[src/rtl/mem_arb_pkg.sv]
// Shared types and default widths for the data RAM arbiter.
//   arb_state_t : ARB (normal arbitration) / LOCK (loader owns the RAM port)
//   rd_tag_t    : which reader, if any, owns the read data returning next cycle
package mem_arb_pkg;

  localparam int unsigned DEF_DW = 24;
  localparam int unsigned DEF_AW = 24;

  typedef enum logic {
    ARB  = 1'b0,
    LOCK = 1'b1
  } arb_state_t;

  typedef enum logic [1:0] {
    TAG_NONE = 2'd0,
    TAG_CPU  = 2'd1,
    TAG_DISP = 2'd2
  } rd_tag_t;

endpackage

[src/rtl/mem_arb_wait_ctr.sv]
// Saturating starvation counter for the display requester.
// Ports:
//   clk, rst : clock, asynchronous active-high reset
//   inc      : display is requesting but was denied this cycle
//   clr      : display granted or not requesting; has priority over inc
//   at_max   : counter has reached MAX_WAIT
module mem_arb_wait_ctr #(
  parameter int unsigned MAX_WAIT = 8
) (
  input  logic clk,
  input  logic rst,
  input  logic inc,
  input  logic clr,
  output logic at_max
);

  localparam int unsigned CW = $clog2(MAX_WAIT + 1);

  logic [CW-1:0] cnt_q;

  assign at_max = (cnt_q == CW'(MAX_WAIT));

  always_ff @(posedge clk or posedge rst) begin
    if (rst) begin
      cnt_q <= '0;
    end else if (clr) begin
      cnt_q <= '0;
    end else if (inc && !at_max) begin
      cnt_q <= cnt_q + 1'b1;
    end
  end

endmodule

[src/rtl/data_mem_arbiter.sv]
// Single-port data RAM arbiter for the memory stage (cpu), display reader (disp)
// and GPIO image loader (load). One grant per cycle; read data returns one cycle
// after the grant with a per-requester valid.
// Ports:
//   clk, rst                               : clock, asynchronous active-high reset
//   cpu_req/we/addr/wdata -> cpu_gnt       : memory-stage access
//   cpu_stall                              : cpu_req & ~cpu_gnt, to hazard unit
//   cpu_rvalid/cpu_rdata                   : cpu read return
//   disp_req/addr -> disp_gnt              : display read request
//   disp_rvalid/disp_rdata                 : display read return
//   load_req/lock/addr/wdata -> load_gnt   : loader write, lock holds the port
//   ram_addr/ram_wdata/ram_we, ram_q       : RAM macro interface
module data_mem_arbiter
  import mem_arb_pkg::*;
#(
  parameter int unsigned DW       = DEF_DW,
  parameter int unsigned AW       = DEF_AW,
  parameter int unsigned MAX_WAIT = 8
) (
  input  logic          clk,
  input  logic          rst,
  input  logic          cpu_req,
  input  logic          cpu_we,
  input  logic [AW-1:0] cpu_addr,
  input  logic [DW-1:0] cpu_wdata,
  output logic          cpu_gnt,
  output logic          cpu_stall,
  output logic          cpu_rvalid,
  output logic [DW-1:0] cpu_rdata,
  input  logic          disp_req,
  input  logic [AW-1:0] disp_addr,
  output logic          disp_gnt,
  output logic          disp_rvalid,
  output logic [DW-1:0] disp_rdata,
  input  logic          load_req,
  input  logic          load_lock,
  input  logic [AW-1:0] load_addr,
  input  logic [DW-1:0] load_wdata,
  output logic          load_gnt,
  output logic [AW-1:0] ram_addr,
  output logic [DW-1:0] ram_wdata,
  output logic          ram_we,
  input  logic [DW-1:0] ram_q
);

  arb_state_t    state_q;
  logic          ptr_q;    // 0: disp wins the next disp/load tie, 1: load wins
  rd_tag_t       tag_q;
  logic [AW-1:0] addr_q;   // last granted address, held on idle cycles
  logic [DW-1:0] wdata_q;
  logic          at_max;

  mem_arb_wait_ctr #(
    .MAX_WAIT(MAX_WAIT)
  ) u_wait_ctr (
    .clk   (clk),
    .rst   (rst),
    .inc   (disp_req & ~disp_gnt),
    .clr   (~disp_req | disp_gnt),
    .at_max(at_max)
  );

  // Grants are gated by rst so nothing reaches the RAM while in reset.
  always_comb begin
    cpu_gnt  = 1'b0;
    disp_gnt = 1'b0;
    load_gnt = 1'b0;
    if (!rst) begin
      if (state_q == LOCK) begin
        load_gnt = load_req;
      end else if (disp_req && at_max) begin
        disp_gnt = 1'b1;
      end else if (cpu_req) begin
        cpu_gnt = 1'b1;
      end else if (disp_req && load_req) begin
        load_gnt = ptr_q;
        disp_gnt = ~ptr_q;
      end else begin
        disp_gnt = disp_req;
        load_gnt = load_req;
      end
    end
  end

  assign cpu_stall = cpu_req & ~cpu_gnt & ~rst;

  always_comb begin
    ram_addr  = addr_q;
    ram_wdata = wdata_q;
    ram_we    = 1'b0;
    if (cpu_gnt) begin
      ram_addr  = cpu_addr;
      ram_wdata = cpu_wdata;
      ram_we    = cpu_we;
    end else if (disp_gnt) begin
      ram_addr  = disp_addr;
    end else if (load_gnt) begin
      ram_addr  = load_addr;
      ram_wdata = load_wdata;
      ram_we    = 1'b1;
    end
  end

  always_ff @(posedge clk or posedge rst) begin
    if (rst) begin
      state_q <= ARB;
      ptr_q   <= 1'b0;
      tag_q   <= TAG_NONE;
      addr_q  <= '0;
      wdata_q <= '0;
    end else begin
      unique case (state_q)
        ARB:     if (load_gnt && load_lock) state_q <= LOCK;
        LOCK:    if ((load_gnt && !load_lock) || !load_req) state_q <= ARB;
        default: state_q <= ARB;
      endcase

      if (disp_gnt) begin
        ptr_q <= 1'b1;
      end else if (load_gnt) begin
        ptr_q <= 1'b0;
      end

      if (cpu_gnt || load_gnt) begin
        addr_q  <= ram_addr;
        wdata_q <= ram_wdata;
      end else if (disp_gnt) begin
        addr_q  <= ram_addr;
      end

      if (cpu_gnt && !cpu_we) begin
        tag_q <= TAG_CPU;
      end else if (disp_gnt) begin
        tag_q <= TAG_DISP;
      end else begin
        tag_q <= TAG_NONE;
      end
    end
  end

  assign cpu_rvalid  = (tag_q == TAG_CPU);
  assign disp_rvalid = (tag_q == TAG_DISP);
  assign cpu_rdata   = ram_q;
  assign disp_rdata  = ram_q;

endmodule

[config.mk]
export PLATFORM = sky130hd
export DESIGN_NAME = data_mem_arbiter
export DESIGN_NICKNAME = d
export VERILOG_FILES = /design/src/rtl/mem_arb_pkg.sv /design/src/rtl/mem_arb_wait_ctr.sv /design/src/rtl/data_mem_arbiter.sv
export SDC_FILE = /design/constraint.sdc
export NUM_CORES = 1
export LEC_CHECK = 0
export CAP_MARGIN = 20
export CORE_AREA = 2 2 98 100
export CTS_BUF_LIST = sky130_fd_sc_hd__clkbuf_16
export CTS_CLUSTER_SIZE = 12
export DETAILED_ROUTE_END_ITERATION = 12
export DIE_AREA = 0 0 100 102
export DONT_BUFFER_PORTS = 1
export SLEW_MARGIN = 20
export SYNTH_ARGS = -nofsm -noshare
export SYNTH_HDL_FRONTEND = slang
export SYNTH_SLANG_ARGS = --single-unit
[constraint.sdc]
create_clock -name clk -period 8.3 [get_ports clk]
set_input_delay 0.83 -clock clk [delete_from_list [all_inputs] [get_ports clk]]
set_output_delay 0.83 -clock clk [all_outputs]
set_load 0.02 [all_outputs]
# == After elaboration in Yosys (flattened, before gate mapping) ==
# Index checks and enable logic that the tools add are counted.
# op_classes
bitwise_logic,10
n_eq_ne,3
n_div,0
reduce_logical,15
n_lt_le_gt_ge,0
mux,34
mul,0
add_sub_neg,1
n_shift,0
# op_table
op,count
$mux 24,8
$mux 1,21
$mux 4,2
$logic_and 1x1->1,6
$not 1->1,6
$reduce_bool 2->1,3
$add 4x1->4 const B,1
$eq 4x4->1 const B,1
$logic_not 1->1,4
$mux 2,2
$and 1x1->1,3
$eq 2x1->1 const B,1
$eq 2x2->1 const B,1
$logic_or 1x1->1,2
$pmux 1 s2,1
$or 1x1->1,1
# totals
reg_bits,56
wordCells,69
out_inout_bits,103
latchBits,0
mem_bits_rw,0
mem_count,0
romBits,0

# == Logic depth before layout (Yosys ltp) ==
# Gate-level depths: netlist of the first run.
# depth
word_depth,11
depth_mapped,8
ltp_nobuf,7

# == Modules after synthesis ==
# A second synthesis of the first run with hierarchy kept.
# hier_totals
hier_cells,378
hier_area_um2,3557.2
# by_module_without_submodules
mod,seq_area_each_um2,cells_each,instances,area_per_inst_um2
data_mem_arbiter,1301.2,353,1,3320.7
mem_arb_wait_ctr,100.1,25,1,236.5

# == Worst setup path after synthesis of the first run ==
# Ideal clock, no wire load.
# synth_timing
kind,input to output
start,input rst
end,output ram_addr[10]
t_arrival_ps,3371
required_time_ps,7470
path_buffers,2
cell_stages,5
setup_slack_ps,4099
path_cell_list,buf_2 -> inv_1 -> o21ai_1 -> buf_2 -> a221o_1
# synth_between
elab_chain_cells,4
word_cells_on_any_way,6
classes_between,mux: 6
# synth_lines
item,line,rtl
start: declaration,data_mem_arbiter.sv:21,"input logic rst,"
$mux 1,data_mem_arbiter.sv:68,if (!rst) begin
$mux 24,data_mem_arbiter.sv:97,end else if (load_gnt) begin
$mux 24,data_mem_arbiter.sv:95,end else if (disp_gnt) begin
$mux 24 *,data_mem_arbiter.sv:91,if (cpu_gnt) begin
end: declaration,data_mem_arbiter.sv:40,"output logic [AW-1:0] ram_addr,"
# Mark *: on every way between the ends. The rest lies on a longest branch, timed or not.

# == Worst setup path in the final report of the first run ==
# layout_timing
start,input rst
end,output ram_addr[3]
# The elaborated chain is that of the path after synthesis.

==> results of run 1 <==
-- metal layers --
metal | wire (um) | share of wire (%) | up-vias | global-route usage (%)
met1 | 3830 | 41 | 1367 | 20.7
met5 | 0 | 0 | - | 0
li1 | - | - | 1309 | -
met2 | 4520 | 48 | 197 | 30.6
met3 | 983 | 10 | 9 | 5.27
met4 | 94 | 1.0 | 0 | 4.85
-- cell type report --
type | count | share of cell area, %
well taps | 111 | 3.90
multi-input cells | 243 | 50.7
inverters | 6 | 0.633
flip-flops and latches | 56 | 39.4
clock inverters | 3 | 0.633
clock buffers | 5 | 3.52
repair buffers | 6 | 1.27
-- synth_stat cells (2+ instances only) --
master	instances	area, um^2
sky130_fd_sc_hd__a21o_1	49	368
sky130_fd_sc_hd__a21oi_1	26	130
sky130_fd_sc_hd__a221o_1	47	470
sky130_fd_sc_hd__a22o_1	24	210
sky130_fd_sc_hd__buf_2	18	90.1
sky130_fd_sc_hd__buf_4	48	360
sky130_fd_sc_hd__clkbuf_1	16	60.1
sky130_fd_sc_hd__dfrtp_1	56	1400
sky130_fd_sc_hd__ha_1	2	25.0
sky130_fd_sc_hd__inv_1	5	18.8
sky130_fd_sc_hd__nand2_1	7	26.3
sky130_fd_sc_hd__nand3_1	26	130
sky130_fd_sc_hd__nor2_1	8	30.0
sky130_fd_sc_hd__nor2b_1	5	31.3
sky130_fd_sc_hd__o2111ai_1	2	17.5
sky130_fd_sc_hd__o211ai_1	23	173
sky130_fd_sc_hd__o21ai_0	5	25.0
sky130_fd_sc_hd__xnor2_1	2	17.5
-- state kept, by name, indices dropped and copies added (netlist names) --
register,cells
state_q,1
tag_q,2
u_wait_ctr.cnt_q,4
ptr_q,1
wdata_q,24
addr_q,24
-- where the power goes --
group	leakage [nW]	switching (mW)	internal, mW	total, mW
Sequential	0.693	0.0303	0.322	0.352
Clock	0.0742	0.0948	0.113	0.208
Combinational	0.902	0.151	0.0907	0.241
Total	1.67	0.276	0.525	0.801
-- worst max-delay path by stage --
stage | end | slack [ps] | cells after the start
floorplan | ram_addr[10] | 4100 | 5
global placement | ram_addr[3] | 4280 | 5
detailed placement | ram_addr[3] | 4200 | 5
CTS | ram_addr[3] | 4210 | 5
global route | ram_addr[3] | 4010 | 5
finish | ram_addr[3] | 4360 | 5
-- stage by stage --
| stage | hold WS, ps | setup slack, ps |
|---|---|---|
| final | 450 | 4360 |
| after global routing | 488 | 4010 |
| after CTS | 467 | 4210 |
| after detailed placement | 466 | 4200 |
| after global placement | 460 | 4280 |
| after floorplan | 450 | 4100 |
-- cell families after synthesis --
logic type / count (synthesis) / share of synthesized area, %
AOI/OAI and AO/OA: 183 / 38.8
xor gates and xnor gates: 3 / 0.703
adders and majority gates: 2 / 0.669
buffers and inverters: 90 / 14.7
DFF: 56 / 37.5
and+or+nand+nor: 55 / 7.73
==> impl_table.tex, run 1 <==
\begin{tabular}{lr}
\hline
Metric & Value \\
\hline
\multicolumn{2}{l}{\textbf{Setup path}} \\
Setup CP Type & in -> out \\
R2r setup slk & roughly 5900 ps \\
Worst Path Buf+Inv & 2 \\
Family of cells with the greatest summed delay on the critical path & buffers and inverters \\
Depth of the worst register-to-register path & 6 \\
Largest fanout of any net on the critical path & 36 \\
CP max stage delay & 660 ps \\
Data arrival time at the worst-slack endpoint & approximately 3100 ps \\
Worst EP required & 7470 ps \\
Worst Setup End Kind & primary output \\
R2r startpoint & u\_wait\_ctr.cnt\_q[0] \\
Critical Path Start & rst \\
Critical-path cell list & inv\_2 > buf\_4 > nand2\_1 > a21oi\_1 > a221o\_1 \\
Worst flop-to-flop path endpoint & addr\_q[22] \\
Critical Path Slowest Stage Cell & sky130\_fd\_sc\_hd\_\_nand2\_1 \\
CP Launch Type & primary input \\
\multicolumn{2}{l}{\textbf{Clocking}} \\
Root Buffer Master & sky130\_fd\_sc\_hd\_\_clkbuf\_16 \\
Buffer count from post-CTS setup fixing & 0 \\
Hold buffer count at cts & 0 \\
Clock Sinks & 56 \\
Post-CTS resize count & 0 \\
Clock tree from TritonCTS & yes \\
CTS Buffer Depth & 2 \\
Source-to-sink clock delay at the later pin of the worst-skew pair & between 200 and 300 ps \\
Worst-path clk slew & $\sim$70 ps \\
Inserted Clock Buffers & 5 \\
Deepest level of the CTS H-tree & 2 \\
\multicolumn{2}{l}{\textbf{Finish}} \\
Footprint of the multi-input gates & between 1500 and 2000 um\^{}2 \\
Register cell area after layout & 1400 um\^{}2 \\
Most common cell after layout, fill and taps aside & sky130\_fd\_sc\_hd\_\_dfrtp\_1 \\
Antenna cell count & 0 \\
Filler cell count & slightly below 900 \\
Final core utilization & between 30\% and 40\% \\
Signed area change from the synthesized netlist to the final layout & -4.82\% \\
Cell Count, Final, Fillers Out & 430 \\
Number of nets in the finished design & 471 \\
Commonest cells after routing, fill and taps aside & sky130\_fd\_sc\_hd\_\_dfrtp\_1, sky130\_fd\_sc\_hd\_\_a21o\_1, sky130\_fd\_sc\_hd\_\_a221o\_1 \\
Layout cells sized above 1 & approximately 6.3\% \\
Final standard cell area without fillers & between 3000 and 4000 um\^{}2 \\
\multicolumn{2}{l}{\textbf{Timing}} \\
Tcrit/Tclk final & between 40\% and 50\% \\
Worst-case clock skew & between 5 and 6 ps \\
Clock period minus worst slack & between 3000 and 4000 ps \\
Slew Limit Fails & 0 \\
Unrepaired setup endpoints after global routing & no \\
Achievable clock frequency & between 200 and 300 MHz \\
Fin Setup TNS & 0 ps \\
Worst slew margin relative to its limit & around 38\% \\
Number of hold violations in the final report & 0 \\
Setup-violating endpoint count in the final report & 0 \\
Tightest Pin Transition & roughly 930 ps \\
\multicolumn{2}{l}{\textbf{Placed design}} \\
Cell area after placement & 3410 um\^{}2 \\
Buffers on Ports & 0 \\
Placer congestion estimate & between 0.7 and 0.8 \\
Placed cells & roughly 420 \\
HPWL after detailed placement & approximately 6400 um \\
\multicolumn{2}{l}{\textbf{Drt}} \\
Detailed-route via count & around 2900 \\
Routed length per instance & between 20 and 25 um \\
Initial detailed-routing violation count & 158 \\
Number of routed nets with antenna violations & 0 \\
Total routed wirelength & $\sim$9400 um \\
Drt via density & roughly 6.7 \\
Remaining design rule violation count & 0 \\
DRT Pass-1 Iters & 5 \\
\multicolumn{2}{l}{\textbf{GRT}} \\
Antenna violations before repair & 0 \\
Total overflow reported by the global router & 0 \\
All-layer global routing usage & between 10\% and 20\% \\
First-pass GRT wire length & roughly 14000 um \\
Via count of the first global-routing pass & roughly 2700 \\
Pin count of the biggest net entering global routing & around 50 \\
\multicolumn{2}{l}{\textbf{Synthesis}} \\
Net count of the mapped netlist & approximately 540 \\
Warning count from the yosys run & 0 \\
Ys async rst share & 100\% \\
Number of synthesized register bits & 56 \\
Portion of the post-synthesis area used by sequential elements & approximately 37\% \\
Number of enable flip-flop cells after synthesis & 0 \\
Leading register cell type out of synthesis & sky130\_fd\_sc\_hd\_\_dfrtp\_1 \\
Mean post-synth cell area & 9.61 um\^{}2 \\
Netlist Area Pre-Place & around 3700 um\^{}2 \\
Post-synthesis cell count & slightly below 400 \\
Post-synthesis cell type count & 38 \\
\multicolumn{2}{l}{\textbf{Power}} \\
IR drop worst, VDD & $\sim$0.087 mV \\
Total power after layout & between 0.8 and 0.9 mW \\
Power density over the cells & 225 nW/um\^{}2 \\
Static leakage & approximately 1.7 nW \\
\multicolumn{2}{l}{\textbf{Floorplanning}} \\
Die Area & between 10000 and 15000 um\^{}2 \\
Starting Density & just over 40\% \\
Top-level port count & 254 \\
Die Height & 102 um \\
Die Wd & 100 um \\
Number of cell rows & 35 \\
Core Footprint & 9110 um\^{}2 \\
\multicolumn{2}{l}{\textbf{Worst hold path}} \\
Path type of the worst min-delay path & in -> async \\
\multicolumn{2}{l}{\textbf{Status}} \\
Outcome & finished clean \\
\multicolumn{2}{l}{\textbf{Job}} \\
Max-cap violation count & 0 \\
\hline
\end{tabular}
No activity file was read; power rests on OpenSTA's default activity.
==> run 2: changes to the inputs <==
==> constraint.sdc (replaced) <==
create_clock -name clk -period 3.3 [get_ports clk]
set_input_delay 0.33 -clock clk [delete_from_list [all_inputs] [get_ports clk]]
set_output_delay 0.33 -clock clk [all_outputs]
set_load 0.02 [all_outputs]
==> impl_table.tex, run 2 (synthesized netlist as in run 1, its figures left out) <==
\begin{tabular}{lr}
\hline
Metric & Value \\
\hline
\multicolumn{2}{l}{\textbf{Clocking}} \\
Deepest level of the CTS H-tree & 2 (unchanged) \\
Worst-path clk slew & 70 ps (about the same) \\
Root Buffer Master & sky130\_fd\_sc\_hd\_\_clkbuf\_16 \\
Inserted Clock Buffers & 5 (unchanged) \\
Buffer count from post-CTS setup fixing & 0 (unchanged) \\
Source-to-sink clock delay at the later pin of the worst-skew pair & 290 ps (about the same) \\
Hold buffer count at cts & 1 (+1) \\
Clock tree from TritonCTS & yes \\
CTS Buffer Depth & 2 (unchanged) \\
Clock Sinks & 56 (unchanged) \\
Post-CTS resize count & 0 (unchanged) \\
\multicolumn{2}{l}{\textbf{GRT}} \\
All-layer global routing usage & 17.3\% (-0.073 points) \\
Pin count of the biggest net entering global routing & 56 (+14\%) \\
Antenna violations before repair & 0 (unchanged) \\
Via count of the first global-routing pass & 2798 (+2.7\%) \\
First-pass GRT wire length & 13800 um (+0.25\%) \\
Total overflow reported by the global router & 0 (unchanged) \\
\multicolumn{2}{l}{\textbf{Power}} \\
Static leakage & 1.70 nW (+1.6\%) \\
Internal power consumption & 1.40 mW (+170\%) \\
Power density over the cells & 580 nW/um\^{}2 (+160\%) \\
Net switching power & 0.697 mW (+150\%) \\
Share of power burned in registers & 42.1\% (-1.8 points) \\
Switching Share & 33.2\% (-1.2 points) \\
Clock power frac & 28.8\% (+2.9 points) \\
IR drop worst, VDD & 0.275 mV (+220\%) \\
Relative contribution of combinational cells to total power & 29.2\% (-0.9 points) \\
\multicolumn{2}{l}{\textbf{Finish}} \\
Number of nets in the finished design & 474 (+0.64\%) \\
Commonest cells after routing, fill and taps aside & sky130\_fd\_sc\_hd\_\_dfrtp\_1, sky130\_fd\_sc\_hd\_\_a21o\_1, sky130\_fd\_sc\_hd\_\_a221o\_1 \\
Filler cell count & 888 (+0.34\%) \\
Signed area change from the synthesized netlist to the final layout & -3.15\% \\
Cell Count, Final, Fillers Out & 433 (+0.70\%) \\
Layout cells sized above 1 & 6.83\% (+0.56 points) \\
Final standard cell area without fillers & 3620 um\^{}2 (+1.8\%) \\
Most common cell after layout, fill and taps aside & sky130\_fd\_sc\_hd\_\_dfrtp\_1 \\
Regs by FF count & addr\_q x24, wdata\_q x24, u\_wait\_ctr.cnt\_q x4 \\
Antenna cell count & 0 (unchanged) \\
\multicolumn{2}{l}{\textbf{Timing}} \\
Tightest Pin Transition & 814 ps (-119 ps) \\
Unrepaired setup endpoints after global routing & no \\
Slack of the critical path & 497 ps (-3860 ps) \\
Worst-case clock skew & 4.28 ps (-1.52 ps) \\
Achievable clock frequency & $\sim$360 MHz \\
Setup-violating endpoint count in the final report & 0 (unchanged) \\
Worst slew margin relative to its limit & 45.7\% (+8.1 points) \\
Number of hold violations in the final report & 0 (unchanged) \\
Slew Limit Fails & 0 (unchanged) \\
Fin Setup TNS & 0 ps (unchanged) \\
Tcrit/Tclk final & a little over four fifths \\
Clock period minus worst slack & 2800 ps \\
\multicolumn{2}{l}{\textbf{Floorplanning}} \\
Starting Density & 41.0\% (unchanged) \\
Die Area & 10200 um\^{}2 (unchanged) \\
Die Height & 102 um (unchanged) \\
Core Footprint & 9110 um\^{}2 (unchanged) \\
Number of cell rows & 35 (unchanged) \\
Die Wd & 100 um (unchanged) \\
Top-level port count & 254 (unchanged) \\
\multicolumn{2}{l}{\textbf{Setup path}} \\
CP Launch Type & register \\
Setup CP Type & reg -> out \\
Data arrival time at the worst-slack endpoint & 2470 ps (-640 ps) \\
Worst EP required & 2970 ps (-4500 ps) \\
CP max stage delay & 590 ps (-70 ps) \\
Worst Setup End Kind & primary output \\
Critical-path cell list & inv\_1 > ha\_1 > nand3b\_1 > a221o\_2 > buf\_12 > a22o\_1 > a21o\_1 \\
Largest fanout of any net on the critical path & 47 (+31\%) \\
Worst Path Buf+Inv & 2 (unchanged) \\
Critical Path Slowest Stage Cell & sky130\_fd\_sc\_hd\_\_a221o\_2 \\
Family of cells with the greatest summed delay on the critical path & compound AO/OA/AOI/OAI gates \\
\multicolumn{2}{l}{\textbf{Drt}} \\
Initial detailed-routing violation count & 122 (-23\%) \\
Remaining design rule violation count & 0 (unchanged) \\
Drt via density & 6.83 (+1.9\%) \\
Total routed wirelength & 9570 um (+1.5\%) \\
Detailed-route via count & 2958 (+2.6\%) \\
DRT Pass-1 Iters & 4 (-1) \\
Number of routed nets with antenna violations & 0 (unchanged) \\
Routed length per instance & 22.1 um (+0.78\%) \\
\multicolumn{2}{l}{\textbf{Job}} \\
Max-cap violation count & 0 (unchanged) \\
\multicolumn{2}{l}{\textbf{Placed design}} \\
Placer congestion estimate & 0.751 (+5.7\%) \\
Cell area after placement & 3440 um\^{}2 (+0.81\%) \\
Placed cells & 424 (+0.47\%) \\
Buffers on Ports & 0 (unchanged) \\
HPWL after detailed placement & 6350 um (-0.88\%) \\
Worst slack, placed & 806 ps (-3390 ps) \\
\multicolumn{2}{l}{\textbf{Worst hold path}} \\
Path type of the worst min-delay path & in -> reg \\
\multicolumn{2}{l}{\textbf{Status}} \\
Outcome & finished clean \\
\hline
\end{tabular}
==> run 2: metal layers <==
layer  track usage, %  routed length, um
met5                0                  0
met4             5.58                165
met3             4.72                943
met2             30.4               4580
met1             20.7               3880
==> run 2: power groups by stage <==
stage,combinational [mW],sequential [mW],clock [mW]
after floorplan,0.639,0.874,0
after global placement,0.607,0.894,0
after detailed placement,0.616,0.890,0
after CTS,0.617,0.882,0.627
after global routing,0.662,0.896,0.655
final,0.613,0.883,0.604
==> run 2: worst paths after layout <==
check,start,slack (ps),end,depth (start not counted)
min in group asynchronous,rst,360,tag_q[1],2
setup reg to reg,u_wait_ctr.cnt_q[0],1090,wdata_q[12],7
hold / removal,cpu_we,110,tag_q[0],1
max in group asynchronous,rst,2070,addr_q[23],3
setup / recovery,u_wait_ctr.cnt_q[0],500,ram_wdata[12],7
hold reg to reg,wdata_q[1],480,wdata_q[1],1
==> run 2: area by class of cell <==
class,count,area (um^2),share of cell area (%)
Clock buffer,5,125,3.46
Timing Repair Buffer,9,82.6,2.28
Sequential cell,56,1400,38.7
Multi-Input combinational cell,243,1800,49.8
Inverter,6,22.5,0.622
Clock inverter,3,47.5,1.31
Tap cell,111,139,3.84
==> run 2: stage by stage <==
step,total power [mW],utilization (%),hold slack [ps]
after CTS,2.13,39.8,94.3
after floorplan,1.51,-,396
after detailed placement,1.51,37.7,91.1
after global placement,1.50,37.7,89.6
after global routing,2.21,39.8,104
final,2.10,39.8,111
==> run 3: changes to the inputs <==
==> constraint.sdc (replaced) <==
create_clock -name clk -period 2.33 [get_ports clk]
set_input_delay 0.233 -clock clk [delete_from_list [all_inputs] [get_ports clk]]
set_output_delay 0.233 -clock clk [all_outputs]
set_load 0.02 [all_outputs]
==> impl_table.tex, run 3 (synthesized netlist as in run 1, its figures left out) <==
\begin{tabular}{lr}
\hline
Metric & Value \\
\hline
\multicolumn{2}{l}{\textbf{Timing}} \\
Slack of the critical path & -92.8 ps (-590 ps) \\
Fin Setup TNS & -2920 ps (-2920 ps) \\
Achievable clock frequency & around 410 MHz \\
Setup-violating endpoint count in the final report & 47 (+47) \\
Number of hold violations in the final report & 0 (unchanged) \\
Tightest Pin Transition & 745 ps (-69.0 ps) \\
Worst-case clock skew & 5.41 ps (+1.12 ps) \\
Unrepaired setup endpoints after global routing & yes \\
Slew Limit Fails & 0 (unchanged) \\
Tcrit/Tclk final & 104\% \\
Worst slew margin relative to its limit & 50.1\% (+4.4 points) \\
Clock period minus worst slack & 2420 ps \\
\multicolumn{2}{l}{\textbf{Drt}} \\
Drt via density & 6.60 (-3.4\%) \\
Total routed wirelength & 10900 um (+14\%) \\
Number of routed nets with antenna violations & 0 (unchanged) \\
Detailed-route via count & 3115 (+5.3\%) \\
DRT Pass-1 Iters & 5 (+1) \\
Initial detailed-routing violation count & 222 (+82\%) \\
Remaining design rule violation count & 0 (unchanged) \\
Routed length per instance & 23.1 um (+4.6\%) \\
\multicolumn{2}{l}{\textbf{Setup path}} \\
R2r startpoint & u\_wait\_ctr.cnt\_q[0] \\
Worst Setup End Kind & primary output \\
R2r setup slk & 130 ps (-960 ps) \\
CP Launch Type & register \\
Depth of the worst register-to-register path & 10 (+3) \\
Data arrival time at the worst-slack endpoint & 2190 ps (-280 ps) \\
Worst EP required & 2100 ps (-870 ps) \\
Largest fanout of any net on the critical path & 11 (-77\%) \\
Worst flop-to-flop path endpoint & wdata\_q[17] \\
Setup CP Type & reg -> out \\
\multicolumn{2}{l}{\textbf{Power}} \\
Total power after layout & 3.11 mW (+48\%) \\
Power density over the cells & 737 nW/um\^{}2 (+27\%) \\
Static leakage & 1.92 nW (+13\%) \\
IR drop worst, VDD & 0.336 mV (+22\%) \\
\multicolumn{2}{l}{\textbf{Floorplanning}} \\
Top-level port count & 254 (unchanged) \\
Die Height & 102 um (unchanged) \\
Number of cell rows & 35 (unchanged) \\
Starting Density & 41.0\% (unchanged) \\
Core Footprint & 9110 um\^{}2 (unchanged) \\
Die Area & 10200 um\^{}2 (unchanged) \\
Die Wd & 100 um (unchanged) \\
\multicolumn{2}{l}{\textbf{GRT}} \\
Via count of the first global-routing pass & 3146 (+12\%) \\
GR met1 Demand/Resource & 25.2\% (+4.5 points) \\
All-layer global routing usage & 20.5\% (+3.2 points) \\
Total overflow reported by the global router & 0 (unchanged) \\
Antenna violations before repair & 0 (unchanged) \\
Met3 routing resource usage after global routing & 5.13\% (+0.41 points) \\
Pin count of the biggest net entering global routing & 49 (-13\%) \\
First-pass GRT wire length & 16400 um (+18\%) \\
Global routing's busiest layer & met2 \\
GR Layer Usage met2 & 36.0\% (+5.6 points) \\
\multicolumn{2}{l}{\textbf{Finish}} \\
Number of nets in the finished design & 513 (+8.2\%) \\
Most common cell after layout, fill and taps aside & sky130\_fd\_sc\_hd\_\_dfrtp\_1 \\
Cell Count, Final, Fillers Out & 472 (+9.0\%) \\
Commonest cells after routing, fill and taps aside & sky130\_fd\_sc\_hd\_\_dfrtp\_1, sky130\_fd\_sc\_hd\_\_a221o\_1, sky130\_fd\_sc\_hd\_\_buf\_4 \\
Final core utilization & 46.3\% (+6.6 points) \\
Layout cells sized above 1 & 24.7\% (+18 points) \\
Antenna cell count & 0 (unchanged) \\
Regs by FF count & addr\_q x24, wdata\_q x24, u\_wait\_ctr.cnt\_q x4 \\
Signed area change from the synthesized netlist to the final layout & 12.9\% \\
\multicolumn{2}{l}{\textbf{Clocking}} \\
Worst-path clk slew & 70 ps (about the same) \\
Inserted Clock Buffers & 5 (unchanged) \\
Clock Sinks & 56 (unchanged) \\
CTS Buffer Depth & 2 (unchanged) \\
Deepest level of the CTS H-tree & 2 (unchanged) \\
Clock tree from TritonCTS & yes \\
Source-to-sink clock delay at the later pin of the worst-skew pair & 290 ps (about the same) \\
Root Buffer Master & sky130\_fd\_sc\_hd\_\_clkbuf\_16 \\
\multicolumn{2}{l}{\textbf{Job}} \\
Max-cap violation count & 0 (unchanged) \\
\multicolumn{2}{l}{\textbf{Placed design}} \\
Buffers on Ports & 0 (unchanged) \\
Placer congestion estimate & 0.745 (-0.79\%) \\
Placed cells & 430 (+1.4\%) \\
HPWL after detailed placement & 6660 um (+5.0\%) \\
\multicolumn{2}{l}{\textbf{Worst hold path}} \\
Hold path start & load\_addr[10] \\
Hold path depth & 1 (unchanged) \\
Hold EP & addr\_q[10] \\
Path type of the worst min-delay path & in -> reg \\
\multicolumn{2}{l}{\textbf{Status}} \\
Violations in the final reports & setup timing \\
Outcome & finished with violations \\
\hline
\end{tabular}
==> run 3: cell types whose count changed in the layout (fill, tap and decap cells not counted), moves of 2 or more <==
| cell | before | now |
|---|---|---|
| sky130_fd_sc_hd__a21o_1 | 49 | 29 |
| sky130_fd_sc_hd__a21o_4 | 0 | 20 |
| sky130_fd_sc_hd__a22o_1 | 24 | 20 |
| sky130_fd_sc_hd__a22o_4 | 0 | 4 |
| sky130_fd_sc_hd__buf_12 | 1 | 3 |
| sky130_fd_sc_hd__buf_16 | 0 | 3 |
| sky130_fd_sc_hd__buf_4 | 7 | 34 |
| sky130_fd_sc_hd__buf_6 | 0 | 4 |
| sky130_fd_sc_hd__nand2_1 | 7 | 5 |
==> run 3: worst max path at each step <==
stage,end,slack [ps],from
floorplan,ram_addr[1],-20,rst
global placement,ram_wdata[7],230,u_wait_ctr.cnt_q[0]
detailed placement,ram_wdata[19],180,u_wait_ctr.cnt_q[0]
CTS,ram_wdata[19],-60,u_wait_ctr.cnt_q[0]
global route,ram_wdata[8],-150,u_wait_ctr.cnt_q[0]
finish,ram_wdata[17],-90,u_wait_ctr.cnt_q[0]
==> run 3: power breakdown <==
part / leakage [nW] / internal [mW] / switching [mW]
sequential: 0.693 / 1.15 / 0.122
combinational: 1.15 / 0.506 / 0.598
clock: 0.0764 / 0.394 / 0.347
total: 1.92 / 2.05 / 1.07
==> run 3: layout make-up <==
cell class / instances / area [um^2]
fillers: 844 / 4890
clock buffers: 5 / 125
inverters: 6 / 28.8
flip-flops and latches: 56 / 1400
clock inverters: 3 / 16.3
multi-input cells: 244 / 2030
repair buffers: 47 / 478
well taps: 111 / 139
==> run 3: critical path, cell delays in order (launching register included) <==
cell                       delay [ps]
sky130_fd_sc_hd__dfrtp_1          400
sky130_fd_sc_hd__inv_2            100
sky130_fd_sc_hd__ha_4             140
sky130_fd_sc_hd__nand3b_1          90
sky130_fd_sc_hd__a221o_2          410
sky130_fd_sc_hd__buf_12           150
sky130_fd_sc_hd__buf_12           140
sky130_fd_sc_hd__a22o_1           250
sky130_fd_sc_hd__a21o_4           220
==> run 3: routing by layer <==
layer  wire [um]  vias up
met5           0        -
met4          87        0
met3         992        8
met2        5400      199
met1        4440     1508
li1            -     1400
==> run 3: repair_timing <==
item / in CTS / in global routing
hold endpoints to repair: 11 / 0
endpoints found under the setup margin: 47 / 48
hold buffers: 2 / 0
buffers inserted: 22 / 6
gates resized for setup: 12 / 9
pin swaps: 47 / 5
cloned: 4 / 0
==> run 3: stage by stage <==
stage                     worst slack [ps]  hold slack [ps]  instance area, um^2
after global routing                  -151             75.0                 4220
after global placement                 231              108                 3660
after floorplan                      -19.9              299                 3950
after CTS                            -60.9             80.0                 4120
final                                -92.8             83.5                 4220
after detailed placement               181              114                 3660
